## src/rtl/xor_decryption_pkg.sv

```systemverilog
`default_nettype none
// ============================================================================
//  Module      : xor_decryption_pkg
//  Description : Shared defaults and FSM encodings for the XOR decryption engine.
//  Revision    : 1.0 - initial release
// ============================================================================
package xor_decryption_pkg;

    localparam int c_DEFAULT_DEPTH  = 16;
    localparam int c_DEFAULT_AW     = 4;
    localparam int c_DEFAULT_DW     = 8;
    localparam int c_DEFAULT_KEY_AW = 4;

    localparam int c_STATE_W = 2;

    localparam logic [c_STATE_W-1:0] c_ST_IDLE  = 2'd0;
    localparam logic [c_STATE_W-1:0] c_ST_RUN   = 2'd1;
    localparam logic [c_STATE_W-1:0] c_ST_DRAIN = 2'd2;
    localparam logic [c_STATE_W-1:0] c_ST_DONE  = 2'd3;

    typedef logic [c_STATE_W-1:0] state_t;

endpackage
`default_nettype wire

```

## src/rtl/xor_decryption_stage.sv

```systemverilog
`default_nettype none
// ============================================================================
//  Module      : xor_decryption_stage
//  Description : Registered XOR/compare stage; produces the recovered-text
//                write port and the saturating mismatch counter.
//  Revision    : 1.0 - initial release
// ============================================================================
module xor_decryption_stage
    import xor_decryption_pkg::*;
#(
    parameter int DEPTH = c_DEFAULT_DEPTH,
    parameter int AW    = c_DEFAULT_AW,
    parameter int DW    = c_DEFAULT_DW
) (
    input  logic          clk,
    input  logic          reset,
    input  logic          i_addr_vld,
    input  logic [AW-1:0] i_addr,
    input  logic          i_flush,
    input  logic          i_clear,
    input  logic [DW-1:0] i_cipher,
    input  logic [DW-1:0] i_key,
    input  logic [DW-1:0] i_ref,
    output logic          o_busy,
    output logic          o_we,
    output logic [AW-1:0] o_wa,
    output logic [DW-1:0] o_wd,
    output logic [AW:0]   o_mismatch_count
);

    localparam logic [AW:0] c_SAT = (AW+1)'(DEPTH);

    logic          r_data_vld;
    logic [AW-1:0] r_data_addr;
    logic          r_we;
    logic [AW-1:0] r_wa;
    logic [DW-1:0] r_wd;
    logic [AW:0]   r_mm_cnt;
    logic [DW-1:0] w_plain;
    logic          w_diff;

    assign w_plain = i_cipher ^ i_key;
    assign w_diff  = (w_plain != i_ref);

    // Valid/address travel alongside the one-cycle read latency of the sources.
    always_ff @(posedge clk) begin
        if (!reset || i_flush) begin
            r_data_vld  <= 1'b0;
            r_data_addr <= '0;
        end else begin
            r_data_vld  <= i_addr_vld;
            r_data_addr <= i_addr;
        end
    end

    always_ff @(posedge clk) begin
        if (!reset) begin
            r_we <= 1'b0;
            r_wa <= '0;
            r_wd <= '0;
        end else if (i_flush) begin
            r_we <= 1'b0;
        end else begin
            r_we <= r_data_vld;
            if (r_data_vld) begin
                r_wa <= r_data_addr;
                r_wd <= w_plain;
            end
        end
    end

    // Partial count survives an abort; only a new start clears it.
    always_ff @(posedge clk) begin
        if (!reset) begin
            r_mm_cnt <= '0;
        end else if (i_clear) begin
            r_mm_cnt <= '0;
        end else if (!i_flush && r_data_vld && w_diff && (r_mm_cnt != c_SAT)) begin
            r_mm_cnt <= r_mm_cnt + 1'b1;
        end
    end

    assign o_busy           = r_data_vld;
    assign o_we             = r_we;
    assign o_wa             = r_wa;
    assign o_wd             = r_wd;
    assign o_mismatch_count = r_mm_cnt;

endmodule
`default_nettype wire

```

## src/rtl/xor_decryption.sv

```systemverilog
`default_nettype none
// ============================================================================
//  Module      : xor_decryption
//  Description : XOR cipher decryption engine: walks every cipher entry once,
//                writes cipher^key to the recovered-text register.
//  Revision    : 1.0 - initial release
// ============================================================================
module xor_decryption
    import xor_decryption_pkg::*;
#(
    parameter int DEPTH  = c_DEFAULT_DEPTH,
    parameter int AW     = c_DEFAULT_AW,
    parameter int DW     = c_DEFAULT_DW,
    parameter int KEY_AW = c_DEFAULT_KEY_AW
) (
    input  logic          clk,
    input  logic          reset,
    input  logic          en,
    output logic [AW-1:0] R_A,
    output logic [AW-1:0] key_R_A,
    input  logic [DW-1:0] cipher_R_D,
    input  logic [DW-1:0] key_R_D,
    input  logic [DW-1:0] ref_R_D,
    output logic          W_E,
    output logic [AW-1:0] W_A,
    output logic [DW-1:0] W_D,
    output logic          finished,
    output logic [AW:0]   mismatch_count
);

    localparam logic [AW-1:0] c_LAST_ADDR = AW'(DEPTH - 1);

    state_t        r_state;
    logic [AW-1:0] r_rd_ptr;
    logic [AW-1:0] r_ra;
    logic          r_addr_vld;
    logic          w_start;
    logic          w_abort;
    logic          w_stage_busy;

    assign w_start = (r_state == c_ST_IDLE) && en;
    assign w_abort = ((r_state == c_ST_RUN) || (r_state == c_ST_DRAIN)) && !en;

    always_ff @(posedge clk) begin
        if (!reset) begin
            r_state    <= c_ST_IDLE;
            r_rd_ptr   <= '0;
            r_ra       <= '0;
            r_addr_vld <= 1'b0;
        end else begin
            case (r_state)
                c_ST_IDLE: begin
                    r_rd_ptr   <= '0;
                    r_ra       <= '0;
                    r_addr_vld <= 1'b0;
                    if (en) begin
                        r_state <= c_ST_RUN;
                    end
                end
                c_ST_RUN: begin
                    if (!en) begin
                        r_state    <= c_ST_IDLE;
                        r_rd_ptr   <= '0;
                        r_ra       <= '0;
                        r_addr_vld <= 1'b0;
                    end else begin
                        r_ra       <= r_rd_ptr;
                        r_rd_ptr   <= r_rd_ptr + 1'b1;
                        r_addr_vld <= 1'b1;
                        if (r_rd_ptr == c_LAST_ADDR) begin
                            r_state <= c_ST_DRAIN;
                        end
                    end
                end
                c_ST_DRAIN: begin
                    r_addr_vld <= 1'b0;
                    if (!en) begin
                        r_state  <= c_ST_IDLE;
                        r_rd_ptr <= '0;
                        r_ra     <= '0;
                    end else if (!r_addr_vld && !w_stage_busy) begin
                        // Last write is on the port this cycle.
                        r_state <= c_ST_DONE;
                    end
                end
                default: begin
                    r_addr_vld <= 1'b0;
                    if (!en) begin
                        r_state <= c_ST_IDLE;
                    end
                end
            endcase
        end
    end

    assign R_A      = r_ra;
    assign finished = (r_state == c_ST_DONE);

    // The key ROM repeats every 2**KEY_AW bytes.
    generate
        if (KEY_AW < AW) begin : g_key_narrow
            assign key_R_A = {{(AW-KEY_AW){1'b0}}, r_ra[KEY_AW-1:0]};
        end else begin : g_key_full
            assign key_R_A = r_ra;
        end
    endgenerate

    xor_decryption_stage #(
        .DEPTH (DEPTH),
        .AW    (AW),
        .DW    (DW)
    ) u_stage (
        .clk              (clk),
        .reset            (reset),
        .i_addr_vld       (r_addr_vld),
        .i_addr           (r_ra),
        .i_flush          (w_abort),
        .i_clear          (w_start),
        .i_cipher         (cipher_R_D),
        .i_key            (key_R_D),
        .i_ref            (ref_R_D),
        .o_busy           (w_stage_busy),
        .o_we             (W_E),
        .o_wa             (W_A),
        .o_wd             (W_D),
        .o_mismatch_count (mismatch_count)
    );

endmodule
`default_nettype wire

```

## config.mk

```make
export PLATFORM = sky130hd
export DESIGN_NAME = xor_decryption
export DESIGN_NICKNAME = d
export VERILOG_FILES = /design/src/rtl/xor_decryption_pkg.sv /design/src/rtl/xor_decryption_stage.sv /design/src/rtl/xor_decryption.sv
export SDC_FILE = /design/constraint.sdc
export NUM_CORES = 1
export LEC_CHECK = 0
export ABC_AREA = 1
export BUFFER_PORTS_ARGS = -buffer_cell sky130_fd_sc_hd__buf_2
export CAP_MARGIN = 20
export CORE_MARGIN = 1
export CORE_UTILIZATION = 40
export DETAILED_ROUTE_END_ITERATION = 8
export GPL_ROUTABILITY_DRIVEN = 0
export PLACE_DENSITY = 0.68
export SLEW_MARGIN = 15
export SYNTH_ARGS = -nofsm -noshare
export SYNTH_HDL_FRONTEND = slang
export SYNTH_SLANG_ARGS = --single-unit
```

## constraint.sdc

```tcl
create_clock -name clk -period 2.1 [get_ports clk]
set_input_delay 0.105 -clock clk [delete_from_list [all_inputs] [get_ports clk]]
set_output_delay 0.105 -clock clk [all_outputs]
set_load 0.02 [all_outputs]
```

==> results of run 1 <==
==> sequential cells by signal, summed over array words and instances (netlist names) <==
register / count
R_A: 4
r_addr_vld: 1
u_stage.o_wa: 4
r_rd_ptr: 4
u_stage.o_we: 1
r_state: 2
u_stage.o_wd: 8
u_stage.r_data_addr: 4
u_stage.o_busy: 1
u_stage.o_mismatch_count: 5
==> cell type report <==
cell class / instances / area share
flip-flops and latches: 34 / 0.3191
multi-input cells: 171 / 0.4018
well taps: 50 / 0.02933
repair buffers: 53 / 0.1243
clock inverters: 1 / 0.002346
inverters: 47 / 0.08270
clock buffers: 7 / 0.04047
==> metrics by stage <==
stage / std cells / hold slack [ps] / area [um2]
after floorplan: 261 / 284.4 / 1774
after global placement: 355 / 414.8 / 2042
after detailed placement: 355 / 415.6 / 2042
after CTS: 363 / 128.2 / 2133
after global routing: 363 / 148.1 / 2133
final: 363 / 135.4 / 2133
==> per-layer routing <==
metal / GRT usage / share of wire / vias to the layer above
met5: 0 / 0 / -
met2: 0.2929 / 0.47 / 51
met1: 0.1954 / 0.45 / 763
met4: 0.07813 / 0.012 / 0
li1: - / - / 934
met3: 0.04934 / 0.064 / 6
==> power groups by stage <==
stage | sequential, uW | clock [uW] | combinational [uW]
2_1_floorplan | 782 | 0 | 329
3_3_place_gp | 747 | 0 | 484
3_5_place_dp | 750 | 0 | 484
4_1_cts | 736 | 507 | 490
5_1_grt | 741 | 536 | 556
6_report | 735 | 494 | 492
==> worst min-delay path: stages <==
cell	delay, ps
buf_2	110
nand2_1	80
a31oi_1	80
==> logic make-up after synthesis <==
family          Yosys count  synth area share
compound gates           48            0.1516
buf+inv                  56            0.1333
simple gates            114            0.2722
xor+xnor                  2          0.009875
fa+ha+maj                 7           0.04936
flops                    34            0.3836
==> path summary, 6_finish.rpt <==
kind,from,end,slack [ps],cells past startpoint
setup reg to reg,r_state[0]$_SDFFE_PN0P_,u_stage.o_mismatch_count[2]$_SDFFE_PP0P_,280,10
hold / removal,key_R_D[5],u_stage.o_wd[5]$_SDFFE_PN0P_,140,3
hold reg to reg,r_addr_vld$_SDFF_PN0_,u_stage.o_busy$_SDFF_PP0_,430,2
setup / recovery,r_state[0]$_SDFFE_PN0P_,u_stage.o_mismatch_count[2]$_SDFFE_PP0P_,280,10
==> Yosys cell counts <==
library cell	count
nand2_4	1
inv_2	2
a21oi_1	18
o31ai_1	1
xnor2_1	1
a32o_1	1
nand3_1	14
a22oi_1	2
buf_6	1
o221ai_1	1
nor2_1	27
clkbuf_1	1
nor3_1	2
nand3_2	1
o21ai_0	18
dfxtp_1	34
a31oi_1	4
buf_2	3
xor2_1	1
or2_4	1
ha_1	7
a211oi_1	3
nand2_2	1
inv_1	45
buf_4	4
nand2_1	62
nand4_1	4
nand3b_1	1
==> summary.txt, run 1 <==
Outcome
  – Status: completed

Pwr
  – Clock Power Share: 0.287
  – Internal Power: 1130 uW
  – Combinational Power Share: 0.286
  – Reg power frac: 0.427
  – P_leak: 0.001158 uW
  – Total power: 1721 uW
  – Power density over the cells: 806.7 mW/mm2
  – Sw Share: 0.3437
  – Net Switching: 591.4 uW
  – Worst IR Drop VDD: 0.5003 mV

Run
  – Max Cap Viol: 0

Worst setup path
  – Slowest cell on the critical path: dfxtp_1
  – Cell family with most CP delay: simple AND/OR/NAND/NOR gates
  – Req. time, crit path: 2330 ps
  – Critical Path Sink Type: flop
  – CP peak stage delay: 360 ps
  – WP data arrival: 2050 ps
  – Kind of critical path: flop to flop
  – Crit Path Max Fanout: 25
  – Crit start category: flop
  – Worst path bufs/invs: 3
  – Crit-path cells: inv_1 > ha_1 > inv_1 > or2_4 > nand2_4 > inv_2 > nand3_2 > nand2_1 > nand2_1 > nor2_1

Global route
  – Initial antenna violation count: 0
  – Grt total ovfl: 0
  – Largest net degree at the start of global routing: 26
  – Number of global-route vias before repair: 1440
  – GR Util All Layers: 0.1711
  – First-pass GRT wire length: 5947 um

Final layout
  – Area growth from synthesis to layout: 20.24%
  – Commonest non-fill, non-tap cells in the layout: nand2_1 (62), buf_2 (53), inv_1 (45), dfxtp_1 (34), nor2_1 (27)
  – Multi-input gate area: 857.1 um2
  – Fin util: 0.5184
  – # diodes: 0
  – Commonest non-fill, non-tap cell in the layout: nand2_1
  – # nets final: 346
  – Share of cells above drive strength 1: 0.2109
  – Seq. cell area: 680.7 um2
  – Filler Cells Inserted: 431

CTS
  – Clock buffer depth: 2
  – CTS tree: yes
  – Clock Pin Slew Worst Setup and Hold Paths: 70 ps
  – Clk root buf: clkbuf_8
  – H-Tree Depth: 2
  – Post-cts resize count: 0
  – Hold-fix buffers at CTS: 0
  – Clk_lat worst skew: 290 ps
  – CTS Buf Count: 5
  – TritonCTS Sinks: 34
  – Postcts setup bufs: 0

Place
  – Pre-CTS WS: 302.3 ps
  – DP HPWL: 2862 um
  – I/O Buffers: 53

Timing
  – Final worst path period share: 0.8667
  – Fmax: 0.5494 GHz
  – Final setup margin: 279.9 ps
  – Normalized max-slew margin: 0.7627
  – Minimum clock period: 1820 ps
  – RSZ-0062 raised after global routing: no
  – Final setup violation count: 0
  – Final Hold Viols: 0
  – Final Max Tran Viols: 0
  – Actual slew at the worst max-slew pin: 355.4 ps
  – Final setup TNS: 0 ps
  – Final Skew: 3.470 ps

Synthesis
  – Synth unique cells: 28
  – Area leader, netlist: dfxtp_1
  – Syn Area/Cell: 6.798 um2
  – Warnings, synthesis: 0
  – FF+latch count, synth: 34
  – Ranking of synthesized cells by area: dfxtp_1 (38%), nand2_1 (13%), inv_1 (9.5%)
  – Post-synthesis sequential area ratio: 0.3836
  – Post-synth top area share: 0.3836
  – Syn Nets: 295
  – Synthesized area: 0.001774 mm2
  – Synth Instances: 261

Routing
  – Starting DRT DRC Count: 66
  – Number of vias per cell: 4.832
  – Pre-antenna DRT Iters: 4
  – Vias: 1754
  – WL final: 3809 um
  – Remaining DRCs: 0
  – DRT antenna net count: 0
  – DR WL/cell: 10.49 um

Die
  – Core Area: 0.004115 mm2
  – Initial Util: 0.4311
  – Height of the die: 68.60 um
  – Row count: 23
  – Top-Level Pins: 54
  – Die area: 0.004706 mm2
  – Die W: 68.60 um

Worst hold path
  – Worst Hold Class: input pin to flop
No activity file was read; power rests on OpenSTA's default activity.
==> inputs of run 2 (changes only) <==
--- a/config.mk
+++ b/config.mk
@@ -10,6 +10,7 @@
 export CAP_MARGIN = 20
 export CORE_MARGIN = 1
 export CORE_UTILIZATION = 40
+export CTS_BUF_LIST = sky130_fd_sc_hd__clkbuf_4 sky130_fd_sc_hd__clkbuf_8 sky130_fd_sc_hd__clkbuf_16
 export DETAILED_ROUTE_END_ITERATION = 8
 export GPL_ROUTABILITY_DRIVEN = 0
 export PLACE_DENSITY = 0.68
==> summary.txt, run 2 (synthesis gave the netlist of run 1 again) <==
Outcome
  – Status: completed (unchanged)

Routing
  – Remaining DRCs: 0 (unchanged)
  – Starting DRT DRC Count: 57 (was 66)
  – DR WL/cell: 10.48 um (was 10.49 um)
  – Pre-antenna DRT Iters: 5 (was 4)
  – Vias: 1756 (was 1754)
  – Number of vias per cell: 4.837 (was 4.832)
  – WL final: 3803 um (was 3809 um)
  – DRT antenna net count: 0 (unchanged)

Timing
  – Final Skew: 4.147 ps (was 3.470 ps)
  – Final Hold Viols: 0 (unchanged)
  – Minimum clock period: 1822 ps (was 1820 ps)
  – Final setup margin: 278.1 ps (was 279.9 ps)
  – Normalized max-slew margin: 0.7631 (was 0.7627)
  – RSZ-0062 raised after global routing: no (unchanged)
  – Fmax: 0.5489 GHz (was 0.5494 GHz)
  – Actual slew at the worst max-slew pin: 354.8 ps (was 355.4 ps)
  – Final setup TNS: 0 ps (unchanged)
  – Final Max Tran Viols: 0 (unchanged)
  – Final setup violation count: 0 (unchanged)
  – Final worst path period share: 0.8676 (was 0.8667)

Run
  – Max Cap Viol: 0 (unchanged)

CTS
  – TritonCTS Sinks: 34 (unchanged)
  – H-Tree Depth: 2 (unchanged)
  – Hold-fix buffers at CTS: 0 (unchanged)
  – CTS Buf Count: 5 (unchanged)
  – Clk_lat worst skew: 280 ps (was 290 ps)
  – CTS tree: yes (unchanged)
  – Post-cts resize count: 0 (unchanged)
  – Clk root buf: clkbuf_8 (unchanged)
  – Clock Pin Slew Worst Setup and Hold Paths: 70 ps (about the same)
  – Postcts setup bufs: 0 (unchanged)
  – Clock buffer depth: 2 (unchanged)

Pwr
  – Worst IR Drop VDD: 0.5027 mV (was 0.5003 mV)
  – Power density over the cells: 809.6 mW/mm2 (was 806.7 mW/mm2)
  – P_leak: 0.001162 uW (was 0.001158 uW)

Final layout
  – Commonest non-fill, non-tap cell in the layout: nand2_1 (unchanged)
  – # nets final: 346 (unchanged)
  – Share of cells above drive strength 1: 0.2141 (was 0.2109)
  – Seq. cell area: 680.7 um2 (unchanged)
  – Commonest non-fill, non-tap cells in the layout: nand2_1 (62), buf_2 (53), inv_1 (45), dfxtp_1 (34), nor2_1 (27) (unchanged)
  – Max reg flops: 8 (unchanged)
  – # diodes: 0 (unchanged)
  – Multi-input gate area: 857.1 um2 (unchanged)
  – Area growth from synthesis to layout: 20.45% (was 20.24%)
  – Filler Cells Inserted: 429 (was 431)
  – Final non-filler cell total: 363 (unchanged)

Place
  – I/O Buffers: 53 (unchanged)
  – Placed Cells: 355 (unchanged)
  – DP HPWL: 2862 um (unchanged)
  – Pre-CTS WS: 302.3 ps (unchanged)

Global route
  – Grt total ovfl: 0 (unchanged)
  – Largest net degree at the start of global routing: 26 (unchanged)
  – Initial antenna violation count: 0 (unchanged)
  – First-pass GRT wire length: 5954 um (was 5947 um)
  – Number of global-route vias before repair: 1442 (was 1440)
  – GR Util All Layers: 0.1711 (unchanged)

Die
  – Die area: 0.004706 mm2 (unchanged)
  – Core Area: 0.004115 mm2 (unchanged)
  – Top-Level Pins: 54 (unchanged)
  – Die W: 68.60 um (unchanged)
  – Row count: 23 (unchanged)
  – Initial Util: 0.4311 (unchanged)
  – Height of the die: 68.60 um (unchanged)

Worst setup path
  – Req. time, crit path: 2330 ps (about the same)
  – Crit start category: flop (unchanged)
  – Crit Path Max Fanout: 25 (unchanged)
  – Critical Path Sink Type: flop (unchanged)
  – WP data arrival: 2050 ps (about the same)
  – Kind of critical path: flop to flop (unchanged)

Worst hold path
  – Worst Hold Class: input pin to flop (unchanged)
-- run 2: changes by cell type in the layout (fill, tap and decap cells not counted) --
cell,previous run,this run
clkbuf_1,1,0
clkbuf_4,0,1
-- run 2: critical path: stages (launching register included) --
cell and delay (ps):
dfxtp_1 360, inv_1 80, ha_1 310, inv_1 100, or2_4 140, nand2_4 60, inv_2 280, nand3_2 210
nand2_1 100, nand2_1 50, nor2_1 80
-- run 2: final timing paths --
path	from	slack (ps)	to	cells past startpoint
max	r_state[0]$_SDFFE_PN0P_	280	u_stage.o_mismatch_count[2]$_SDFFE_PP0P_	10
min	key_R_D[5]	140	u_stage.o_wd[5]$_SDFFE_PN0P_	3
max reg2reg	r_state[0]$_SDFFE_PN0P_	280	u_stage.o_mismatch_count[2]$_SDFFE_PP0P_	10
min reg2reg	r_addr_vld$_SDFF_PN0_	430	u_stage.o_busy$_SDFF_PP0_	2
-- run 2: final cells by class --
type                       count  share of cell area
tap                           50             0.02927
inverter                      47             0.08255
timing repair buffer          53              0.1241
multi-input combinational    171              0.4011
clock inverter                 1            0.002342
clock buffer                   7             0.04215
sequential                    34              0.3185
-- run 2: metrics by stage --
stage          power, uW  hold slack [ps]  utilization  cell area, um2
2_1_floorplan       1111            284.4            -            1774
4_1_cts             1745            128.2       0.5193            2137
3_3_place_gp        1232            414.8       0.4962            2042
6_report            1730            137.0       0.5193            2137
5_1_grt             1846            147.9       0.5193            2137
3_5_place_dp        1234            415.6       0.4962            2042
-- run 2: layer usage --
metal	global-route usage	routed length (um)
met4	0.07813	57
met2	0.2917	1776
met3	0.04934	243
met5	0	0
met1	0.1964	1725
-- run 2: power by group --
part | leakage [uW] | switching [uW] | total [uW] | internal (uW)
combinational | 0.000835 | 325 | 489 | 165
sequential | 0.000275 | 34.6 | 735 | 700
clock | 0.0000517 | 229 | 506 | 277
==> inputs of run 3 (changes only) <==
--- a/config.mk
+++ b/config.mk
@@ -8,13 +8,15 @@
 export ABC_AREA = 1
 export BUFFER_PORTS_ARGS = -buffer_cell sky130_fd_sc_hd__buf_2
 export CAP_MARGIN = 20
+export CORE_ASPECT_RATIO = 1.1
 export CORE_MARGIN = 1
 export CORE_UTILIZATION = 40
 export CTS_BUF_LIST = sky130_fd_sc_hd__clkbuf_4 sky130_fd_sc_hd__clkbuf_8 sky130_fd_sc_hd__clkbuf_16
 export DETAILED_ROUTE_END_ITERATION = 8
 export GPL_ROUTABILITY_DRIVEN = 0
-export PLACE_DENSITY = 0.68
+export PLACE_DENSITY = 0.67
 export SLEW_MARGIN = 15
 export SYNTH_ARGS = -nofsm -noshare
 export SYNTH_HDL_FRONTEND = slang
+export SYNTH_HIERARCHICAL = 1
 export SYNTH_SLANG_ARGS = --single-unit
==> summary.txt, run 3 <==
Outcome
  – Status: completed (unchanged)

Synthesis
  – Syn Area/Cell: 6.688 um2 (was 6.798 um2)
  – Top cells by count, synth: nand2_1 (76), inv_1 (42), dfxtp_1 (34), nor2_1 (34), o21ai_0 (13) (was nand2_1 (62), inv_1 (45), dfxtp_1 (34), nor2_1 (27))
  – FF+latch count, synth: 34 (unchanged)
  – Count leader, synth: nand2_1 (unchanged)
  – Number of synthesized flops with an enable pin: 0 (unchanged)
  – Largest family of logic cells by synthesized area: simple AND/OR/NAND/NOR gates (unchanged)
  – Simple-gate share of the synthesized area: 0.3526 (was 0.2722)
  – Post-synthesis sequential area ratio: 0.3661 (was 0.3836)
  – Area leader, netlist: dfxtp_1 (unchanged)
  – Synth Area in Compound Gates: 0.1104 (was 0.1516)
  – Ranking of synthesized cells by area: dfxtp_1 (37%), nand2_1 (15%), inv_1 (8.5%) (was dfxtp_1 (38%), nand2_1 (13%), inv_1 (9.5%))
  – Synth Instances: 278 (was 261)
  – Syn Nets: 312 (was 295)
  – Adder-Cell Fraction of Synth Area: 0.04711 (was 0.04937)
  – XOR/XNOR share of the synthesized area: 0.009421 (was 0.009873)
  – Synthesized area: 0.001859 mm2 (was 0.001774 mm2)
  – Most used DFF post-synth: dfxtp_1 (unchanged)
  – Post-synth top area share: 0.3661 (was 0.3836)
  – Warnings, synthesis: 6 (was 0)
  – Post-synthesis mux area share: 0 (unchanged)
  – Post-synth ARST share: 0 (unchanged)
  – Synth unique cells: 26 (was 28)

Timing
  – Normalized max-slew margin: 0.7628 (was 0.7631)
  – Minimum clock period: 1875 ps (was 1822 ps)
  – Min Hold Slack: 136.9 ps (was 137.0 ps)
  – RSZ-0062 raised after global routing: no (unchanged)
  – Actual slew at the worst max-slew pin: 354.5 ps (was 354.8 ps)
  – Final Skew: 1.986 ps (was 4.147 ps)
  – Final Max Tran Viols: 0 (unchanged)
  – Final setup TNS: 0 ps (unchanged)
  – Final setup violation count: 0 (unchanged)
  – Fmax: 0.5333 GHz (was 0.5489 GHz)
  – Final Hold Viols: 0 (unchanged)
  – Final worst path period share: 0.8929 (was 0.8676)

Final layout
  – Commonest non-fill, non-tap cells in the layout: nand2_1 (76), buf_2 (53), inv_1 (42), dfxtp_1 (34), nor2_1 (34) (was nand2_1 (62), buf_2 (53), inv_1 (45), dfxtp_1 (34), nor2_1 (27))
  – # nets final: 366 (was 346)
  – Share of cells above drive strength 1: 0.2432 (was 0.2141)
  – Max reg flops: 8 (unchanged)
  – Area growth from synthesis to layout: 23.62% (was 20.45%)
  – Commonest non-fill, non-tap cell in the layout: nand2_1 (unchanged)
  – # diodes: 0 (unchanged)

Die
  – Row count: 25 (was 23)
  – Top-Level Pins: 54 (unchanged)
  – Height of the die: 73.51 um (was 68.60 um)
  – Die area: 0.004925 mm2 (was 0.004706 mm2)
  – Die W: 67.01 um (was 68.60 um)
  – Initial Util: 0.4246 (was 0.4311)
  – Core Area: 0.004379 mm2 (was 0.004115 mm2)

Pwr
  – Power density over the cells: 854.0 mW/mm2 (was 809.6 mW/mm2)
  – Total power: 1963 uW (was 1730 uW)
  – P_leak: 0.001228 uW (was 0.001162 uW)
  – Worst IR Drop VDD: 0.4019 mV (was 0.5027 mV)

Run
  – Max Cap Viol: 0 (unchanged)

Worst setup path
  – Crit Path Max Fanout: 19 (was 25)
  – Critical Path Sink Type: flop (unchanged)
  – WP data arrival: 2080 ps (was 2050 ps)
  – Kind of critical path: flop to flop (unchanged)
  – Req. time, crit path: 2310 ps (was 2330 ps)
  – Crit start category: flop (unchanged)

CTS
  – H-Tree Depth: 2 (unchanged)
  – Postcts setup bufs: 0 (unchanged)
  – Clk root buf: clkbuf_8 (unchanged)
  – CTS tree: yes (unchanged)
  – TritonCTS Sinks: 34 (unchanged)
  – Post-cts resize count: 0 (unchanged)
  – Clk_lat worst skew: 280 ps (about the same)
  – Clock Pin Slew Worst Setup and Hold Paths: 70 ps (about the same)
  – Clock buffer depth: 2 (unchanged)
  – Hold-fix buffers at CTS: 0 (unchanged)
  – CTS Buf Count: 5 (unchanged)

Routing
  – WL final: 3802 um (was 3803 um)
  – Starting DRT DRC Count: 73 (was 57)
  – DRT antenna net count: 0 (unchanged)
  – Vias: 1832 (was 1756)
  – Number of vias per cell: 4.734 (was 4.837)
  – Remaining DRCs: 0 (unchanged)
  – Pre-antenna DRT Iters: 4 (was 5)
  – DR WL/cell: 9.824 um (was 10.48 um)

Place
  – DP HPWL: 2949 um (was 2862 um)
  – I/O Buffers: 53 (unchanged)

Worst hold path
  – Worst Hold Class: input pin to flop (unchanged)

Global route
  – Initial antenna violation count: 0 (unchanged)
  – GR Util All Layers: 0.1732 (was 0.1711)
  – First-pass GRT wire length: 6582 um (was 5954 um)
  – Largest net degree at the start of global routing: 20 (was 26)
  – Grt total ovfl: 0 (unchanged)
  – Number of global-route vias before repair: 1623 (was 1442)
[run 3: changes by cell type after synthesis, sizes merged, moves of 2 or more]
cell    delta
nand2     +19
a21oi     -10
nor2      +10
nand3b     +6
a31oi      +4
a211oi     -3
a22oi      -2
buf        -2
inv        -2
nand4      +2
[run 3: cell families (layout without fill, tap and decap cells)]
logic type,after synthesis,in the layout
flops,34,34
simple gates,148,148
compound gates,35,35
xor+xnor,2,2
buf+inv,52,107
fa+ha+maj,7,7
[run 3: per-layer routing]
metal / share of wire / vias up / track usage
met1: 0.45 / 800 / 0.2017
met4: 0.016 / 0 / 0.06619
met5: 0 / - / 0
li1: - / 978 / -
met2: 0.45 / 48 / 0.2933
met3: 0.077 / 6 / 0.05280
[run 3: layout make-up]
| cell class | count | area (um2) |
|---|---|---|
| clock inverter | 2 | 60.06 |
| timing repair buffer | 54 | 272.8 |
| clock buffer | 6 | 82.58 |
| fill | 441 | 2081 |
| tap | 54 | 67.56 |
| inverter | 45 | 168.9 |
| sequential | 34 | 680.7 |
| multi-input combinational | 192 | 965.9 |
[run 3: through the flow]
step / utilization / setup WS (ps) / std cells / area (um2)
after floorplan: - / 482.9 / 278 / 1859
after global placement: 0.4923 / 331.8 / 379 / 2156
after detailed placement: 0.4923 / 232.8 / 379 / 2156
after CTS: 0.5249 / 225.1 / 387 / 2298
after global routing: 0.5249 / 26.34 / 387 / 2298
final: 0.5249 / 225.0 / 387 / 2298
[run 3: power by group]
group          leakage [uW]  switching (uW)  internal, uW  total, uW
registers          0.000275            33.5           694        727
logic              0.000881             331           168        499
clock network     0.0000714             231           506        737
[run 3: path summary, 6_finish.rpt]
path | endpoint | depth (start not counted) | slack (ps) | start
max | u_stage/o_wd[4]$_SDFFE_PN0P_ | 10 | 220 | r_state[0]$_SDFFE_PN0P_
min | u_stage/o_wd[6]$_SDFFE_PN0P_ | 3 | 140 | key_R_D[6]
max reg2reg | u_stage/o_wd[4]$_SDFFE_PN0P_ | 10 | 220 | r_state[0]$_SDFFE_PN0P_
min reg2reg | u_stage/o_busy$_SDFF_PP0_ | 2 | 440 | r_addr_vld$_SDFF_PN0_
[run 3: critical path: stages, from the launching register on]
cell and delay, ps:
dfxtp_1 360, inv_1 90, ha_1 290, inv_1 90
nor2_1 50, inv_1 70, nand2_1 130, inv_1 220
buf_4 250, o21ai_0 90, a31oi_1 150
